==> src/rtl/_piso_tx_pkg.sv <==
// Shared definitions for the parallel-in/serial-out transmitter.
// Holds the state encoding and the default word/counter widths, so the
// transmitter and any matching receiver bench agree on them.
package _piso_tx_pkg;

  // Default data word width and bit-counter width (2**CNT_W >= WIDTH).
  localparam int PISO_WIDTH = 8;
  localparam int PISO_CNT_W = 3;

  // Transmitter states. 2'b11 is never entered on purpose; it is decoded
  // so that a corrupted state register recovers to IDLE.
  typedef enum logic [1:0] {
    ST_IDLE    = 2'b00,
    ST_SHIFT   = 2'b01,
    ST_DONE    = 2'b10,
    ST_ILLEGAL = 2'b11
  } piso_state_e;

endpackage : _piso_tx_pkg

==> src/rtl/_piso_tx_shift_reg.sv <==
// WIDTH-bit shift register used as the transmit data path.
// Ports:
//   clk      rising-edge clock
//   reset_n  asynchronous active-low reset, clears q
//   ld       parallel load of d (has priority over sh)
//   sh       shift right by one, zero fill at the MSB
//   d        parallel load data
//   q        register contents; q[0] is the bit on the line
module _shift_reg #(
  parameter int WIDTH = 8
) (
  input  logic             clk,
  input  logic             reset_n,
  input  logic             ld,
  input  logic             sh,
  input  logic [WIDTH-1:0] d,
  output logic [WIDTH-1:0] q
);

  logic [WIDTH-1:0] q_r;

  // Shift register storage: load beats shift, otherwise hold.
  always_ff @(posedge clk or negedge reset_n) begin
    if (!reset_n) begin
      q_r <= {WIDTH{1'b0}};
    end else if (ld) begin
      q_r <= d;
    end else if (sh) begin
      q_r <= {1'b0, q_r[WIDTH-1:1]};
    end else begin
      q_r <= q_r;
    end
  end

  assign q = q_r;

endmodule : _shift_reg

==> src/rtl/_piso_tx.sv <==
// Parallel-in/serial-out transmitter. A WIDTH-bit word is accepted in one
// cycle (load while ready) and shifted out LSB-first, one bit per tick.
// A single-cycle done strobe follows the last bit's tick.
// Ports:
//   clk      rising-edge clock
//   reset_n  asynchronous active-low reset
//   load     request to transmit d_in; accepted only while ready=1
//   d_in     parallel word, sampled on the accepting edge only
//   tick     bit-advance enable; the current bit is held until a tick
//   s_out    serial data (IDLE_LVL when not shifting)
//   ready    1 in IDLE
//   busy     1 in SHIFT or DONE (~ready)
//   done     1-cycle strobe after the last bit's tick
module _piso_tx
  import _piso_tx_pkg::*;
#(
  parameter int   WIDTH    = PISO_WIDTH,
  parameter int   CNT_W    = PISO_CNT_W,
  parameter logic IDLE_LVL = 1'b1
) (
  input  logic             clk,
  input  logic             reset_n,
  input  logic             load,
  input  logic [WIDTH-1:0] d_in,
  input  logic             tick,
  output logic             s_out,
  output logic             ready,
  output logic             busy,
  output logic             done
);

  piso_state_e      state_r;
  piso_state_e      state_nxt_s;
  logic [CNT_W-1:0] cnt_r;
  logic [CNT_W-1:0] cnt_nxt_s;
  logic             ld_s;
  logic             sh_s;
  logic [WIDTH-1:0] shreg_s;

  _shift_reg #(
    .WIDTH (WIDTH)
  ) u_shift_reg (
    .clk     (clk),
    .reset_n (reset_n),
    .ld      (ld_s),
    .sh      (sh_s),
    .d       (d_in),
    .q       (shreg_s)
  );

  // State register.
  always_ff @(posedge clk or negedge reset_n) begin
    if (!reset_n) begin
      state_r <= ST_IDLE;
    end else begin
      state_r <= state_nxt_s;
    end
  end

  // Remaining-bit counter: WIDTH-1 on accept, counts down on ticks.
  always_ff @(posedge clk or negedge reset_n) begin
    if (!reset_n) begin
      cnt_r <= {CNT_W{1'b0}};
    end else begin
      cnt_r <= cnt_nxt_s;
    end
  end

  // Next-state, counter and shift-register control decode.
  // On the final tick (cnt==0) the register is left alone: the counter is
  // tested before it would be decremented, so it never wraps.
  always_comb begin
    state_nxt_s = state_r;
    cnt_nxt_s   = cnt_r;
    ld_s        = 1'b0;
    sh_s        = 1'b0;
    case (state_r)
      ST_IDLE: begin
        if (load) begin
          ld_s        = 1'b1;
          cnt_nxt_s   = CNT_W'(WIDTH - 1);
          state_nxt_s = ST_SHIFT;
        end else begin
          state_nxt_s = ST_IDLE;
        end
      end
      ST_SHIFT: begin
        if (tick) begin
          if (cnt_r == {CNT_W{1'b0}}) begin
            state_nxt_s = ST_DONE;
          end else begin
            sh_s      = 1'b1;
            cnt_nxt_s = cnt_r - {{(CNT_W-1){1'b0}}, 1'b1};
          end
        end else begin
          state_nxt_s = ST_SHIFT;
        end
      end
      ST_DONE: begin
        state_nxt_s = ST_IDLE;
      end
      default: begin
        state_nxt_s = ST_IDLE;
      end
    endcase
  end

  // Outputs are pure decodes of the state and register so bit0 shows up in
  // the very cycle after the accepting edge.
  always_comb begin
    ready = 1'b0;
    done  = 1'b0;
    s_out = IDLE_LVL;
    if (state_r == ST_IDLE) begin
      ready = 1'b1;
    end else begin
      ready = 1'b0;
    end
    if (state_r == ST_DONE) begin
      done = 1'b1;
    end else begin
      done = 1'b0;
    end
    if (state_r == ST_SHIFT) begin
      s_out = shreg_s[0];
    end else begin
      s_out = IDLE_LVL;
    end
  end

  assign busy = ~ready;

endmodule : _piso_tx

==> config.mk <==
export PLATFORM = sky130hd
export DESIGN_NAME = _piso_tx
export DESIGN_NICKNAME = d
export VERILOG_FILES = /design/src/rtl/_piso_tx_pkg.sv /design/src/rtl/_piso_tx_shift_reg.sv /design/src/rtl/_piso_tx.sv
export SDC_FILE = /design/constraint.sdc
export NUM_CORES = 1
export LEC_CHECK = 0
export CORE_MARGIN = 2
export CORE_UTILIZATION = 46
export CTS_BUF_LIST = sky130_fd_sc_hd__clkbuf_4 sky130_fd_sc_hd__clkbuf_8
export DETAILED_ROUTE_END_ITERATION = 8
export GPL_TIMING_DRIVEN = 0
export PLACE_DENSITY = 0.76
export SETUP_SLACK_MARGIN = 0.5
export SYNTH_ARGS = -nofsm -noshare
export SYNTH_HDL_FRONTEND = slang
export SYNTH_SLANG_ARGS = --single-unit
==> constraint.sdc <==
create_clock -name clk -period 1.55 [get_ports clk]
set_input_delay 0.31 -clock clk [delete_from_list [all_inputs] [get_ports clk]]
set_output_delay 0.31 -clock clk [all_outputs]
set_load 0.02 [all_outputs]
==> results.sh, run 1 <==
export IMPL_setup_viol=0
export IMPL_critPathKind="flip-flop to primary output"
export IMPL_crit_family="flip-flops"
export IMPL_cts_tree="yes"
export IMPL_seq_power_share_pct=29.0
export IMPL_io_pins=16
export IMPL_wl_per_cell_um=15.7
export IMPL_grt_pass1_wl_um=2860
export IMPL_p_total_uw=2110
export IMPL_cp_start_kind="flip-flop"
export IMPL_postRouteAntennaNets=0
export IMPL_maxSlewViolCount=0
export IMPL_core_sq_mm=0.00151
export IMPL_ys_seq_elements=13
export IMPL_hpwl_um=1000
export IMPL_finalCriticalPeriod_ps=1530
export IMPL_netlist_area_sq_um=739
export IMPL_port_buffers=15
export IMPL_rows=14
export IMPL_cts_path_max_buffers=2
export IMPL_crit_arrival_ps=1220
export IMPL_p_per_area_mw_per_mm2=1860
export IMPL_worst_pin_slew_ps=604
export IMPL_wirelength_um=1700
export IMPL_cp_max_fo=4
export IMPL_clock_skew_ps=6.77
export IMPL_period_share_pct=98.7
export IMPL_h_tree_depth=1
export IMPL_nNetsFinal=107
export IMPL_cts_made_buffers=3
export IMPL_worstPathRequired_ps=1240
export IMPL_cp_num_buf_inv=2
export IMPL_drc=0
export IMPL_die_area_sq_mm=0.00194
export IMPL_grtUsageTotal_pct=20.7
export IMPL_synthesis_nets=73
export IMPL_yosysWarnings=0
export IMPL_num_vias=569
export IMPL_ir_worst_vdd_uv=1080
export IMPL_r2r_cells=5
export IMPL_n_antenna_cell=0
export IMPL_r2r_slack_ps=50
export IMPL_p_sw_uw=721
export IMPL_avgSynthCellArea_sq_um=12.5
export IMPL_clk_latency_ps=280
export IMPL_timing_rr_start="state_r[1]$_DFFE_PN0P_"
export IMPL_slowest_delay_ps=380
export IMPL_max_freq_ghz=0.654
export IMPL_p_int_uw=1390
export IMPL_cp_depth=4
export IMPL_slew_headroom_pct=59.6
export IMPL_fillers=100
export IMPL_hold_worst_slack_ps=405
export IMPL_clk_pin_slew_ps=90
export IMPL_initial_core_util_pct=49.1
export IMPL_combPwrFrac_pct=59.9
export IMPL_rsz0062_at_grt="yes"
export IMPL_syn_to_final_growth_pct=54.0
export IMPL_ys_seq_area_share_pct=44.0
export IMPL_run_status="finished clean"
export IMPL_drive_gt1_share_pct=57.6
export IMPL_maxCapViolations=0
export IMPL_hold_viol=0
export IMPL_p_sw_share_pct=34.1
export IMPL_setup_slack_ps=20.3
export IMPL_antenna_found_initial=0
export IMPL_crit_path_end="s_out"
export IMPL_vias_per_cell=5.27
export IMPL_pre_cts_ws_ps=-381
export IMPL_gp_congestion=0.673
export IMPL_cts_sinks=13
export IMPL_leakage_uw=0.000550
export IMPL_startpoint="state_r[1]$_DFFE_PN0P_"
export IMPL_grt_pass1_vias=652
export IMPL_cp_slowest_cell="dfrtp_1"
export IMPL_crit_chain="buf_6, and2b_4, nand2b_4, buf_6"
export IMPL_first_iter_violations=5
export IMPL_clkPwrFrac_pct=11.1
export IMPL_crit_path_frequent_cell="buf_6"
export IMPL_grt_ovfl_total=0
export IMPL_die_w_um=44.1
export IMPL_ys_types=22
export IMPL_grt_max_degree=14
export IMPL_end_kind="primary output"
export IMPL_cts_root_buf="clkbuf_4"
export IMPL_synthCells=59
export IMPL_hold_path_class="primary input to asynchronous set/reset pin"
export IMPL_firstDrtPassIters=4
export IMPL_die_y_um=44.1
export IMPL_r2r_end="u_shift_reg.q[0]$_DFFE_PN0P_"
-- cells in the final DEF (no fill, tap or decap) --
| cell type | netlist | final |
|---|---|---|
| nand2b_4 | 0 | 2 |
| o211a_1 | 1 | 1 |
| clkbuf_4 | 0 | 4 |
| a31oi_1 | 1 | 1 |
| nor2_4 | 2 | 2 |
| nand2b_1 | 3 | 1 |
| nand2_4 | 1 | 1 |
| dlygate4sd2_1 | 0 | 1 |
| and2b_4 | 0 | 1 |
| nor2_1 | 3 | 3 |
| nor2b_4 | 0 | 2 |
| a21oi_1 | 2 | 1 |
| clkdlybuf4s50_1 | 0 | 10 |
| and3_4 | 0 | 1 |
| ha_1 | 2 | 1 |
| a21oi_2 | 0 | 1 |
| dfrtp_1 | 13 | 12 |
| dfrtp_2 | 0 | 1 |
| o21a_1 | 2 | 2 |
| a31oi_4 | 0 | 1 |
| nand3_1 | 1 | 1 |
| o21ai_2 | 0 | 2 |
| inv_2 | 0 | 3 |
| mux2i_1 | 1 | 1 |
| mux2_4 | 12 | 12 |
| nand4_1 | 1 | 1 |
| ha_4 | 0 | 1 |
| buf_6 | 1 | 10 |
| buf_4 | 0 | 9 |
| nand2_1 | 3 | 3 |
-- synth_stat cells --
library cell	count	area (sq um)
nand2b_1	3	18.8
a21oi_1	2	10.0
nor2_4	2	22.5
and2b_1	1	7.51
mux2_4	12	180
buf_6	1	11.3
mux2i_1	1	10.0
o211a_1	1	10.0
nand4_1	1	6.26
ha_1	2	25.0
o21a_1	2	15.0
and3_1	1	6.26
nand2_4	1	11.3
nand3_1	1	5.00
o21ai_0	2	10.0
inv_1	3	11.3
a31oi_1	1	6.26
a31oi_2	1	12.5
nand2_1	3	11.3
nor2b_1	2	12.5
dfrtp_1	13	325
nor2_1	3	11.3
-- how the worst min path moves through the flow --
| stage | slack [ps] | depth (start not counted) | to |
|---|---|---|---|
| after detailed placement | 480 | 1 | cnt_r[0]$_DFFE_PN0P_ |
| after floorplan | 10 | 0 | cnt_r[0]$_DFFE_PN0P_ |
| final | 400 | 1 | u_shift_reg.q[5]$_DFFE_PN0P_ |
| after CTS | 420 | 1 | u_shift_reg.q[5]$_DFFE_PN0P_ |
| after global placement | 450 | 1 | cnt_r[0]$_DFFE_PN0P_ |
| after global routing | 450 | 1 | state_r[0]$_DFFE_PN0P_ |
-- final cells by class --
type | count | area [sq um] | area share [%]
inverter | 3 | 11.3 | 0.989
timing repair buffer | 29 | 278 | 24.4
tap | 16 | 20.0 | 1.76
clock buffer | 4 | 30.0 | 2.64
buffer | 1 | 11.3 | 0.989
sequential | 13 | 327 | 28.7
multi-input combinational | 42 | 462 | 40.5
-- cells by family after synthesis --
kind of cell               share of synthesized area (%)
and+or+nand+nor                                     15.2
muxes                                               25.7
DFF                                                 44.0
AOI/OAI and AO/OA                                   8.63
buffers and inverters                               3.05
adders and majority gates                           3.38
-- metal layers --
| metal | routed length [um] | vias to the layer above | GRT usage [%] |
|---|---|---|---|
| li1 | - | 273 | - |
| met1 | 689 | 276 | 23.2 |
| met2 | 912 | 14 | 36.2 |
| met3 | 56 | 6 | 4.08 |
| met4 | 40 | 0 | 12.1 |
| met5 | 0 | - | 0 |
-- metrics by stage --
step                TNS [ps]  utilization (%)  area [sq um]  std cells
global route           -77.9             75.6          1140        108
detailed placement     -2890             63.5           956         90
finish                     0             75.6          1140        108
CTS                        0             74.0          1110        107
global placement       -2790             63.5           956         90
floorplan                  0                -           786         59
-- registers in the layout, summed over array words and instances (netlist names) --
name,flops
u_shift_reg.q,8
state_r,2
cnt_r,3
-- repair_timing --
| action | CTS | global route |
|---|---|---|
| pin swaps | 7 | 1 |
| endpoints found under the setup margin | 17 | 17 |
| resized for setup | 36 | 4 |
| hold buffers | 0 | 0 |
| buffers inserted | 13 | 1 |
-- power groups by stage --
stage	clock [uW]	sequential, uW	combinational (uW)
6_report	234	613	1270
5_1_grt	258	631	1340
4_1_cts	237	606	1210
3_5_place_dp	0	615	944
3_3_place_gp	0	604	919
2_1_floorplan	0	586	746
Power figures use the tool's default switching activity.
==> run 2: changes to the inputs <==
--- a/config.mk
+++ b/config.mk
@@ -6,11 +6,12 @@
 export NUM_CORES = 1
 export LEC_CHECK = 0
 export CORE_MARGIN = 2
-export CORE_UTILIZATION = 46
+export CORE_UTILIZATION = 55
 export CTS_BUF_LIST = sky130_fd_sc_hd__clkbuf_4 sky130_fd_sc_hd__clkbuf_8
 export DETAILED_ROUTE_END_ITERATION = 8
+export DONT_BUFFER_PORTS = 1
 export GPL_TIMING_DRIVEN = 0
-export PLACE_DENSITY = 0.76
+export PLACE_DENSITY = 0.7
 export SETUP_SLACK_MARGIN = 0.5
 export SYNTH_ARGS = -nofsm -noshare
 export SYNTH_HDL_FRONTEND = slang
==> constraint.sdc (replaced) <==
create_clock -name clk -period 1.5 [get_ports clk]
set_input_delay 0.3 -clock clk [delete_from_list [all_inputs] [get_ports clk]]
set_output_delay 0.3 -clock clk [all_outputs]
set_load 0.02 [all_outputs]
==> results.sh, run 2 (synthesized netlist as in run 1, its figures left out) <==
export IMPL_cp_slowest_cell="dfrtp_1"
export IMPL_grt_pass1_wl_um=2170
export IMPL_setup_slack_ps=-37.6
export IMPL_io_pins=16
export IMPL_rows=13
export IMPL_run_status="finished with violations"
export IMPL_cp_start_kind="flip-flop"
export IMPL_p_sw_uw=676
export IMPL_final_cells=94
export IMPL_end_kind="flip-flop"
export IMPL_worst_pin_slew_ps=581
export IMPL_hold_path_class="primary input to flip-flop"
export IMPL_nNetsFinal=94
export IMPL_largest_reg_flops=8
export IMPL_num_vias=515
export IMPL_totalNegativeSetupSlack_ps=-128
export IMPL_min_from="tick"
export IMPL_grt_pass1_vias=505
export IMPL_maxCapViolations=0
export IMPL_wl_met3_um=55
export IMPL_clk_latency_ps=280
export IMPL_timing_rr_start="state_r[1]$_DFFE_PN0P_"
export IMPL_core_sq_mm=0.00128
export IMPL_die_w_um=40.7
export IMPL_rsz0062_at_grt="yes"
export IMPL_worstHoldEndpoint="state_r[1]$_DFFE_PN0P_"
export IMPL_firstDrtPassIters=4
export IMPL_fillers=79
export IMPL_wl_per_cell_um=15.1
export IMPL_ir_worst_vdd_uv=1090
export IMPL_gp_congestion=0.707
export IMPL_cts_path_max_buffers=2
export IMPL_finalCriticalPeriod_ps=1540
export IMPL_grt_ovfl_total=0
export IMPL_cp_max_fo=7
export IMPL_clkPwrFrac_pct=11.6
export IMPL_syn_to_final_growth_pct=33.0
export IMPL_p_sw_share_pct=33.6
export IMPL_maxSlewViolCount=0
export IMPL_die_area_sq_mm=0.00165
export IMPL_clk_pin_slew_ps=70
export IMPL_crit_path_frequent_cell="mux2_4"
export IMPL_cts_sinks=13
export IMPL_cts_made_buffers=3
export IMPL_setup_viol=6
export IMPL_postRouteAntennaNets=0
export IMPL_grt_max_degree=14
export IMPL_hold_path_depth=2
export IMPL_met2_wirelength_um=687
export IMPL_p_int_uw=1330
export IMPL_postPlaceCellArea_sq_um=805
export IMPL_r2r_cells=5
export IMPL_r2r_slack_ps=-40
export IMPL_first_iter_violations=8
export IMPL_dp_cells=74
export IMPL_slowest_delay_ps=370
export IMPL_max_freq_ghz=0.650
export IMPL_slew_headroom_pct=61.1
export IMPL_violations="setup timing"
export IMPL_cts_root_buf="clkbuf_4"
export IMPL_drc=0
export IMPL_hpwl_um=883
export IMPL_p_per_area_mw_per_mm2=2040
export IMPL_multi_input_area_sq_um=448
export IMPL_r2r_end="u_shift_reg.q[0]$_DFFE_PN0P_"
export IMPL_drive_gt1_share_pct=60.8
export IMPL_final_cell_mix="12 x mux2_4, 12 x dfrtp_1, 11 x buf_4"
export IMPL_crit_chain="buf_6, nor2_4, nand2_4, mux2_4, mux2_4"
export IMPL_hold_viol=0
export IMPL_clock_skew_ps=5.98
export IMPL_leakage_uw=0.000481
export IMPL_die_y_um=40.7
export IMPL_wl_met1_um=652
export IMPL_grtUsageTotal_pct=21.7
export IMPL_h_tree_depth=1
export IMPL_design_area_sq_um=983
export IMPL_crit_arrival_ps=1700
export IMPL_seq_power_share_pct=31.1
export IMPL_wirelength_um=1420
export IMPL_period_share_pct=103
export IMPL_topRoutingLayerUsed="met4"
export IMPL_hold_worst_slack_ps=126
export IMPL_critPathKind="flip-flop to flip-flop"
export IMPL_n_antenna_cell=0
export IMPL_combPwrFrac_pct=57.3
export IMPL_final_seq_area_sq_um=327
export IMPL_initial_core_util_pct=57.5
export IMPL_cts_tree="yes"
export IMPL_vias_per_cell=5.48
export IMPL_worstPathRequired_ps=1660
export IMPL_port_buffers=0
export IMPL_antenna_found_initial=0
export IMPL_final_util_pct=76.5
run 2: cell count changes in the layout (fill, tap and decap cells not counted), moves of 2 or more:
cell             previous run  this run
buf_4                       9        11
buf_6                      10         5
clkdlybuf4s50_1            10         0
nor2b_4                     2         0
run 2: power by group through the flow:
stage	clock (uW)	combinational, uW	sequential, uW
3_5_place_dp	0	859	633
4_1_cts	237	1060	631
6_report	234	1150	624
3_3_place_gp	0	836	623
2_1_floorplan	0	771	606
5_1_grt	259	1250	646
run 2: cell type report:
type,instances,area share (%)
tap,15,1.91
inverter,3,1.15
multi-input combinational,42,45.5
sequential,13,33.2
buffer,1,1.15
timing repair buffer,16,14.0
clock buffer,4,3.05
run 2: critical path, delay by kind of cell, from the launching register on:
family | cells | cell delay (ps)
buffers and inverters | 1 | 120
AND/OR/NAND/NOR | 2 | 340
multiplexers | 2 | 580
flip-flops | 1 | 370
run 2: per-stage QoR:
step | total power [uW] | setup slack (ps)
6_report | 2010 | -37.6
4_1_cts | 1930 | -70.3
3_3_place_gp | 1460 | -41.1
5_1_grt | 2150 | -98.7
2_1_floorplan | 1380 | 17.4
3_5_place_dp | 1490 | -64.2
run 2: layer usage:
metal	track usage, %	up-vias
met4	12.5	0
met3	6.52	2
met5	0	-
met1	26.3	249
met2	34.1	14
li1	-	250
run 2: worst max path at each step:
stage	startpoint	slack, ps	endpoint
2_1_floorplan	state_r[1]$_DFFE_PN0P_	20	u_shift_reg.q[0]$_DFFE_PN0P_
3_3_place_gp	state_r[1]$_DFFE_PN0P_	-40	u_shift_reg.q[0]$_DFFE_PN0P_
3_5_place_dp	state_r[1]$_DFFE_PN0P_	-60	u_shift_reg.q[0]$_DFFE_PN0P_
4_1_cts	state_r[1]$_DFFE_PN0P_	-70	u_shift_reg.q[0]$_DFFE_PN0P_
5_1_grt	state_r[1]$_DFFE_PN0P_	-100	u_shift_reg.q[0]$_DFFE_PN0P_
6_report	state_r[1]$_DFFE_PN0P_	-40	u_shift_reg.q[0]$_DFFE_PN0P_
run 2: repair_timing:
action                                 in CTS  in global routing
setup endpoints to repair                  17                 17
gates resized for setup                     8                  1
hold buffers                                1                  0
endpoints found under the hold margin      13                  0
buffers inserted                           11                  4
pin swaps                                   4                  3
